## config.mk

```make
export PLATFORM = sky130hd
export DESIGN_NAME = fp_operand_tx
export DESIGN_NICKNAME = d
export VERILOG_FILES = /design/src/rtl/fp_operand_tx.sv
export SDC_FILE = /design/constraint.sdc
export NUM_CORES = 1
export LEC_CHECK = 0
export ABC_AREA = 1
export CAP_MARGIN = 20
export CORE_ASPECT_RATIO = 1.25
export CORE_UTILIZATION = 45
export DETAILED_ROUTE_END_ITERATION = 7
export GPL_ROUTABILITY_DRIVEN = 0
export HOLD_SLACK_MARGIN = 0.15
export PLACE_DENSITY_LB_ADDON = 0.08
export REMOVE_ABC_BUFFERS = 1
export SLEW_MARGIN = 25
export SYNTH_ARGS = -nofsm -noshare
export SYNTH_HDL_FRONTEND = slang
export SYNTH_SLANG_ARGS = --single-unit
```

## constraint.sdc

```tcl
create_clock -name clk -period 1.7 [get_ports clk]
set_input_delay 0.425 -clock clk [delete_from_list [all_inputs] [get_ports clk]]
set_output_delay 0.425 -clock clk [all_outputs]
set_load 0.02 [all_outputs]
```

## src/rtl/fp_operand_tx.sv

```systemverilog
// Serial operand transmitter for a bit-serial FP adder.
// Streams {op_a, op_b} MSB first, then waits for done or timeout.
module fp_operand_tx #(
    parameter int LEAD_CYC = 1,
    parameter int WAIT_MAX = 60
) (
    input  logic        clk,
    input  logic        reset,
    input  logic        start,
    input  logic [31:0] op_a,
    input  logic [31:0] op_b,
    output logic        busy,
    output logic        go,
    output logic        inpab,
    input  logic        done,
    input  logic        over,
    input  logic        under,
    output logic        complete,
    output logic        exc_over,
    output logic        exc_under,
    output logic        timeout
);

    typedef enum logic [1:0] {
        IDLE,
        LEAD,
        SEND,
        WAIT
    } state_t;

    localparam logic [3:0] LEAD_LAST = 4'(LEAD_CYC - 1);
    localparam logic [7:0] WAIT_LAST = 8'(WAIT_MAX - 1);

    state_t      state_q, state_d;
    logic [63:0] opnd_q, opnd_d;
    logic [3:0]  lead_q, lead_d;
    logic [5:0]  bit_q, bit_d;
    logic [7:0]  wait_q, wait_d;
    logic        go_q, go_d;
    logic        inpab_q, inpab_d;
    logic        busy_q, busy_d;
    logic        cmp_q, cmp_d;
    logic        ovr_q, ovr_d;
    logic        und_q, und_d;
    logic        tmo_q, tmo_d;
    logic [5:0]  nb;

    always_comb begin
        state_d = state_q;
        opnd_d  = opnd_q;
        lead_d  = lead_q;
        bit_d   = bit_q;
        wait_d  = wait_q;
        inpab_d = inpab_q;
        cmp_d   = 1'b0;
        ovr_d   = ovr_q;
        und_d   = und_q;
        tmo_d   = tmo_q;
        nb      = bit_q + 6'd1;
        unique case (state_q)
            IDLE: begin
                if (start) begin
                    opnd_d  = {op_a, op_b};
                    ovr_d   = 1'b0;
                    und_d   = 1'b0;
                    tmo_d   = 1'b0;
                    lead_d  = 4'd0;
                    state_d = LEAD;
                end
            end
            LEAD: begin
                if (lead_q == LEAD_LAST) begin
                    state_d = SEND;
                    bit_d   = 6'd0;
                    inpab_d = opnd_q[63];
                end else begin
                    lead_d = lead_q + 4'd1;
                end
            end
            SEND: begin
                if (bit_q == 6'd63) begin
                    state_d = WAIT;
                    inpab_d = 1'b0;
                    wait_d  = 8'd0;
                end else begin
                    bit_d   = nb;
                    // stream index counts down from bit 63 of {op_a, op_b}
                    inpab_d = opnd_q[~nb];
                end
            end
            WAIT: begin
                if (done) begin
                    ovr_d   = over;
                    und_d   = under;
                    cmp_d   = 1'b1;
                    state_d = IDLE;
                end else if (wait_q == WAIT_LAST) begin
                    tmo_d   = 1'b1;
                    cmp_d   = 1'b1;
                    state_d = IDLE;
                end else begin
                    wait_d = wait_q + 8'd1;
                end
            end
            default: state_d = IDLE;
        endcase
        go_d   = (state_d == IDLE);
        busy_d = (state_d != IDLE);
    end

    always_ff @(posedge clk or negedge reset) begin
        if (!reset) begin
            state_q <= IDLE;
            opnd_q  <= 64'd0;
            lead_q  <= 4'd0;
            bit_q   <= 6'd0;
            wait_q  <= 8'd0;
            go_q    <= 1'b1;
            inpab_q <= 1'b0;
            busy_q  <= 1'b0;
            cmp_q   <= 1'b0;
            ovr_q   <= 1'b0;
            und_q   <= 1'b0;
            tmo_q   <= 1'b0;
        end else begin
            state_q <= state_d;
            opnd_q  <= opnd_d;
            lead_q  <= lead_d;
            bit_q   <= bit_d;
            wait_q  <= wait_d;
            go_q    <= go_d;
            inpab_q <= inpab_d;
            busy_q  <= busy_d;
            cmp_q   <= cmp_d;
            ovr_q   <= ovr_d;
            und_q   <= und_d;
            tmo_q   <= tmo_d;
        end
    end

    assign busy      = busy_q;
    assign go        = go_q;
    assign inpab     = inpab_q;
    assign complete  = cmp_q;
    assign exc_over  = ovr_q;
    assign exc_under = und_q;
    assign timeout   = tmo_q;

endmodule
```

==> impl_results.rst <==
.. list-table::
   :header-rows: 1

   * - Metric
     - Value
   * - Upper clock frequency limit
     - 566.5 MHz
   * - Setup slack after placement
     - -0.1560 ns
   * - Routed wire length
     - 11.00 mm
   * - Initial antenna violation count
     - 0
   * - Crit path required time
     - 1.93 ns
   * - Number of vias per cell after detailed routing
     - about 5
   * - Cell Area, Placed
     - 5766 um^2
   * - Global-route wire length before repair
     - 18.11 mm
   * - Hold Crit Start
     - opnd_q[14]
   * - Final routed DRC violation total
     - 0
   * - Diodes inserted
     - 0
   * - Clock tree buffer depth
     - 2
   * - Seq pwr share
     - 0.341
   * - Power per unit of standard cell area
     - 1544 nW/um^2
   * - Final layout net count
     - 757
   * - Count of routing violations after the opening detailed-route iteration
     - 169
   * - Clock latency on the worst-skew pair
     - 0.34 ns
   * - Combinational share of power
     - 0.477
   * - Largest clock skew in the final design
     - between 0.006 and 0.007 ns
   * - Synth top area share
     - 0.4941
   * - Async SR Flop Fraction
     - 1.000
   * - Endpoint, Worst Hold
     - opnd_q[14]
   * - Worst Setup Path Type
     - register to register
   * - Floorplan die height
     - 114.5 um
   * - Clock network fraction of design power
     - 0.182
   * - Utilization of the core after routing
     - 0.6531
   * - Headroom to the max-slew limit
     - 0.7628
   * - R2R setup slack
     - -0.07 ns
   * - Horizontal die dimension
     - 92.02 um
   * - Largest area contributor in the netlist
     - sky130_fd_sc_hd__dfrtp_1
   * - Least-Margin Pin Slew
     - around 0.36 ns
   * - Average wire length per cell after detail routing
     - 13.57 um
   * - Number of global-route vias before repair
     - 4058
   * - Largest net degree at the start of global routing
     - 45
   * - Fraction of layout instances using a drive strength above 1
     - 0.1667
   * - Top post-synthesis cells by count
     - sky130_fd_sc_hd__dfrtp_1 (90), sky130_fd_sc_hd__inv_1 (89), sky130_fd_sc_hd__nand2_1 (84)
   * - Switching power summed over all nets
     - approximately 3800 uW
   * - Most common cell in the netlist
     - sky130_fd_sc_hd__dfrtp_1
   * - Kind of end point of the critical path
     - register
   * - Crit path launch
     - bit_q[0]
   * - Arrival time of data at the critical path endpoint
     - 1.99 ns
   * - Worst min-delay path class
     - register to register
   * - Layout overhead on the synthesized area
     - 39.12%
   * - Post-route worst setup slack
     - -0.06511 ns
   * - Total core area
     - roughly 10000 um^2
   * - Worst R2R End
     - inpab
   * - RSZ-0062 raised after global routing
     - true
   * - Synthesis Warnings
     - 0
   * - Switching Share
     - 0.3881
   * - Tcrit/Tclk final
     - 1.038
   * - Post-synthesis register bit count
     - 91
   * - Post-synthesis instance area
     - 4558 um^2
   * - Clock Tree Root
     - sky130_fd_sc_hd__clkbuf_16
   * - Worst-case reg-to-reg path depth
     - 11
   * - Sum of negative setup slack
     - -0.09010 ns
   * - Global-route usage over all layers
     - 0.2179
   * - Post-Syn Area per Cell
     - between 8 and 9 um^2
   * - Final hold viol count
     - 0
   * - Total setup violations reported at the end of the flow
     - 3
   * - Design area
     - roughly 6300 um^2
   * - Number of H-tree levels
     - 3
   * - Total number of vias
     - 4047
   * - Design Power
     - roughly 9800 uW
   * - IO buf count
     - 76
   * - Distinct cell type count of the synthesized netlist
     - 31
   * - Remaining global-route overflow
     - 0
   * - HPWL Detailed
     - 7.749 mm
   * - Internal power component
     - 5989 uW
   * - Std cell rows
     - 40
   * - Post-Syn Instances
     - 567
   * - Initial standard-cell utilization of the core
     - 0.4695
   * - Violations in the final reports
     - setup timing
   * - Number of sinks handled by clock tree synthesis
     - 91
   * - Share of the yosys chip area belonging to registers
     - 0.4999
   * - Run status
     - finished with violations
   * - Pins over their slew limit
     - 0
   * - TritonCTS clock tree
     - done
   * - Number of ports placed on the die boundary
     - 77
   * - Post-synth top flop
     - sky130_fd_sc_hd__dfrtp_1
   * - Peak fanout along the critical path
     - 3
   * - Antenna Violating Nets Remaining
     - 0
   * - CTS Buf Count
     - 9
   * - Maximum Capacitance Violations
     - 0
   * - Max IR drop VDD
     - between 0.0007 and 0.0008 V
   * - Floorplan die area
     - about 11000 um^2
   * - Number of enable flip-flop cells after synthesis
     - 0
   * - Final critical-path required period
     - 1.765 ns
   * - Hold Path Stages
     - 1
   * - Detailed-routing iteration count for the pre-antenna-repair pass
     - 5
   * - Leakage power figure
     - a little over 0.003 uW
   * - Critical Path Source Type
     - register
   * - Launching point of the worst reg2reg path
     - bit_q[0]
   * - Clock-pin slew of the registers on the worst-case setup and hold paths
     - 0.06 ns
   * - Top area cells in the synthesized netlist
     - sky130_fd_sc_hd__dfrtp_1 (49%), sky130_fd_sc_hd__nand3_1 (7.7%), sky130_fd_sc_hd__a21oi_1 (7.5%), sky130_fd_sc_hd__inv_1 (7.3%), sky130_fd_sc_hd__nand2_1 (6.9%)
==> layout by cell type, fill, tap and decap left out, drive strengths merged, types with 3 or more instances in the layout <==
cell	n
nand3	71
dfrtp	90
nand2	85
inv	92
buf	49
a21oi	68
dlygate4sd2	5
o21ai	14
nor3	3
o22ai	4
nand4	4
xor2	7
ha	8
clkbuf	16
o31ai	3
mux2	7
o211ai	5
nor2	74
clkdlybuf4s50	68
==> power groups by stage <==
stage / combinational [uW] / clock (uW) / sequential [uW]
after floorplan: 2530 / 0 / 3450
after global placement: 4250 / 0 / 3340
after detailed placement: 4300 / 0 / 3370
after CTS: 4370 / 1810 / 3330
after global routing: 5230 / 1900 / 3410
final: 4670 / 1780 / 3340
==> worst max path at each step <==
stage	endpoint	slack, ns	cells past startpoint
2_1_floorplan	opnd_q[10]	-1.50	4
3_3_place_gp	inpab	-0.08	9
3_5_place_dp	inpab	-0.16	9
4_1_cts	inpab	-0.05	12
5_1_grt	inpab	-0.13	11
6_report	inpab	-0.07	11
==> timing repair <==
action	CTS	global route
endpoints found under the hold margin	22	0
pin swaps	3	12
resized for setup	22	49
setup buffers	1	2
gates cloned	0	1
endpoints found under the setup margin	12	40
hold buffers	1	0
==> critical path, stage by stage, from the launching register on <==
cell,delay (ns)
sky130_fd_sc_hd__dfrtp_2,0.44
sky130_fd_sc_hd__ha_4,0.19
sky130_fd_sc_hd__buf_4,0.15
sky130_fd_sc_hd__xnor2_4,0.15
sky130_fd_sc_hd__buf_4,0.16
sky130_fd_sc_hd__nand3_1,0.12
sky130_fd_sc_hd__nand3_1,0.10
sky130_fd_sc_hd__nand3_1,0.08
sky130_fd_sc_hd__nand3_1,0.08
sky130_fd_sc_hd__nand2_1,0.06
sky130_fd_sc_hd__nand2_1,0.08
sky130_fd_sc_hd__a21oi_2,0.05
==> layer usage <==
layer,global-route usage,share of wire,vias to the layer above
met4,0.09583,0.025,0
met5,0,0,-
met1,0.2595,0.42,1918
met3,0.03785,0.037,16
met2,0.3851,0.52,87
li1,-,-,2026
==> metrics by stage <==
step           std cells  hold WS, ns
3_5_place_dp         790       0.3646
6_report             810       0.5023
3_3_place_gp         790       0.3639
2_1_floorplan        542       0.1294
4_1_cts              808       0.5027
5_1_grt              810       0.5093
==> kinds of logic (layout without fill, tap and decap cells) <==
kind of cell / count (synthesis) / count (layout) / share of synthesized area
muxes: 7 / 7 / 0.01729
DFF: 91 / 91 / 0.4999
xor gates and xnor gates: 9 / 9 / 0.01729
AOI/OAI and AO/OA: 97 / 97 / 0.1156
and+or+nand+nor: 238 / 238 / 0.2251
buffers and inverters: 117 / 234 / 0.1029
adders and majority gates: 8 / 8 / 0.02196
==> flip-flops by register name (all words and copies together), names as in the netlist <==
name	count
go	1
opnd_q	64
wait_q	8
inpab	1
exc_over	1
exc_under	1
state_q	2
timeout	1
complete	1
busy	1
bit_q	6
lead_q	4
==> area by class of cell <==
| class | instances | area [um^2] |
|---|---|---|
| clock buffer | 15 | 247.7 |
| clock inverter | 1 | 5.005 |
| fill | 817 | 3368 |
| inverter | 92 | 345.3 |
| multi-input combinational | 359 | 2051 |
| sequential | 91 | 2281 |
| tap | 126 | 157.7 |
| timing repair buffer | 126 | 1254 |
Note: power is estimated with default switching activity, not from simulation.
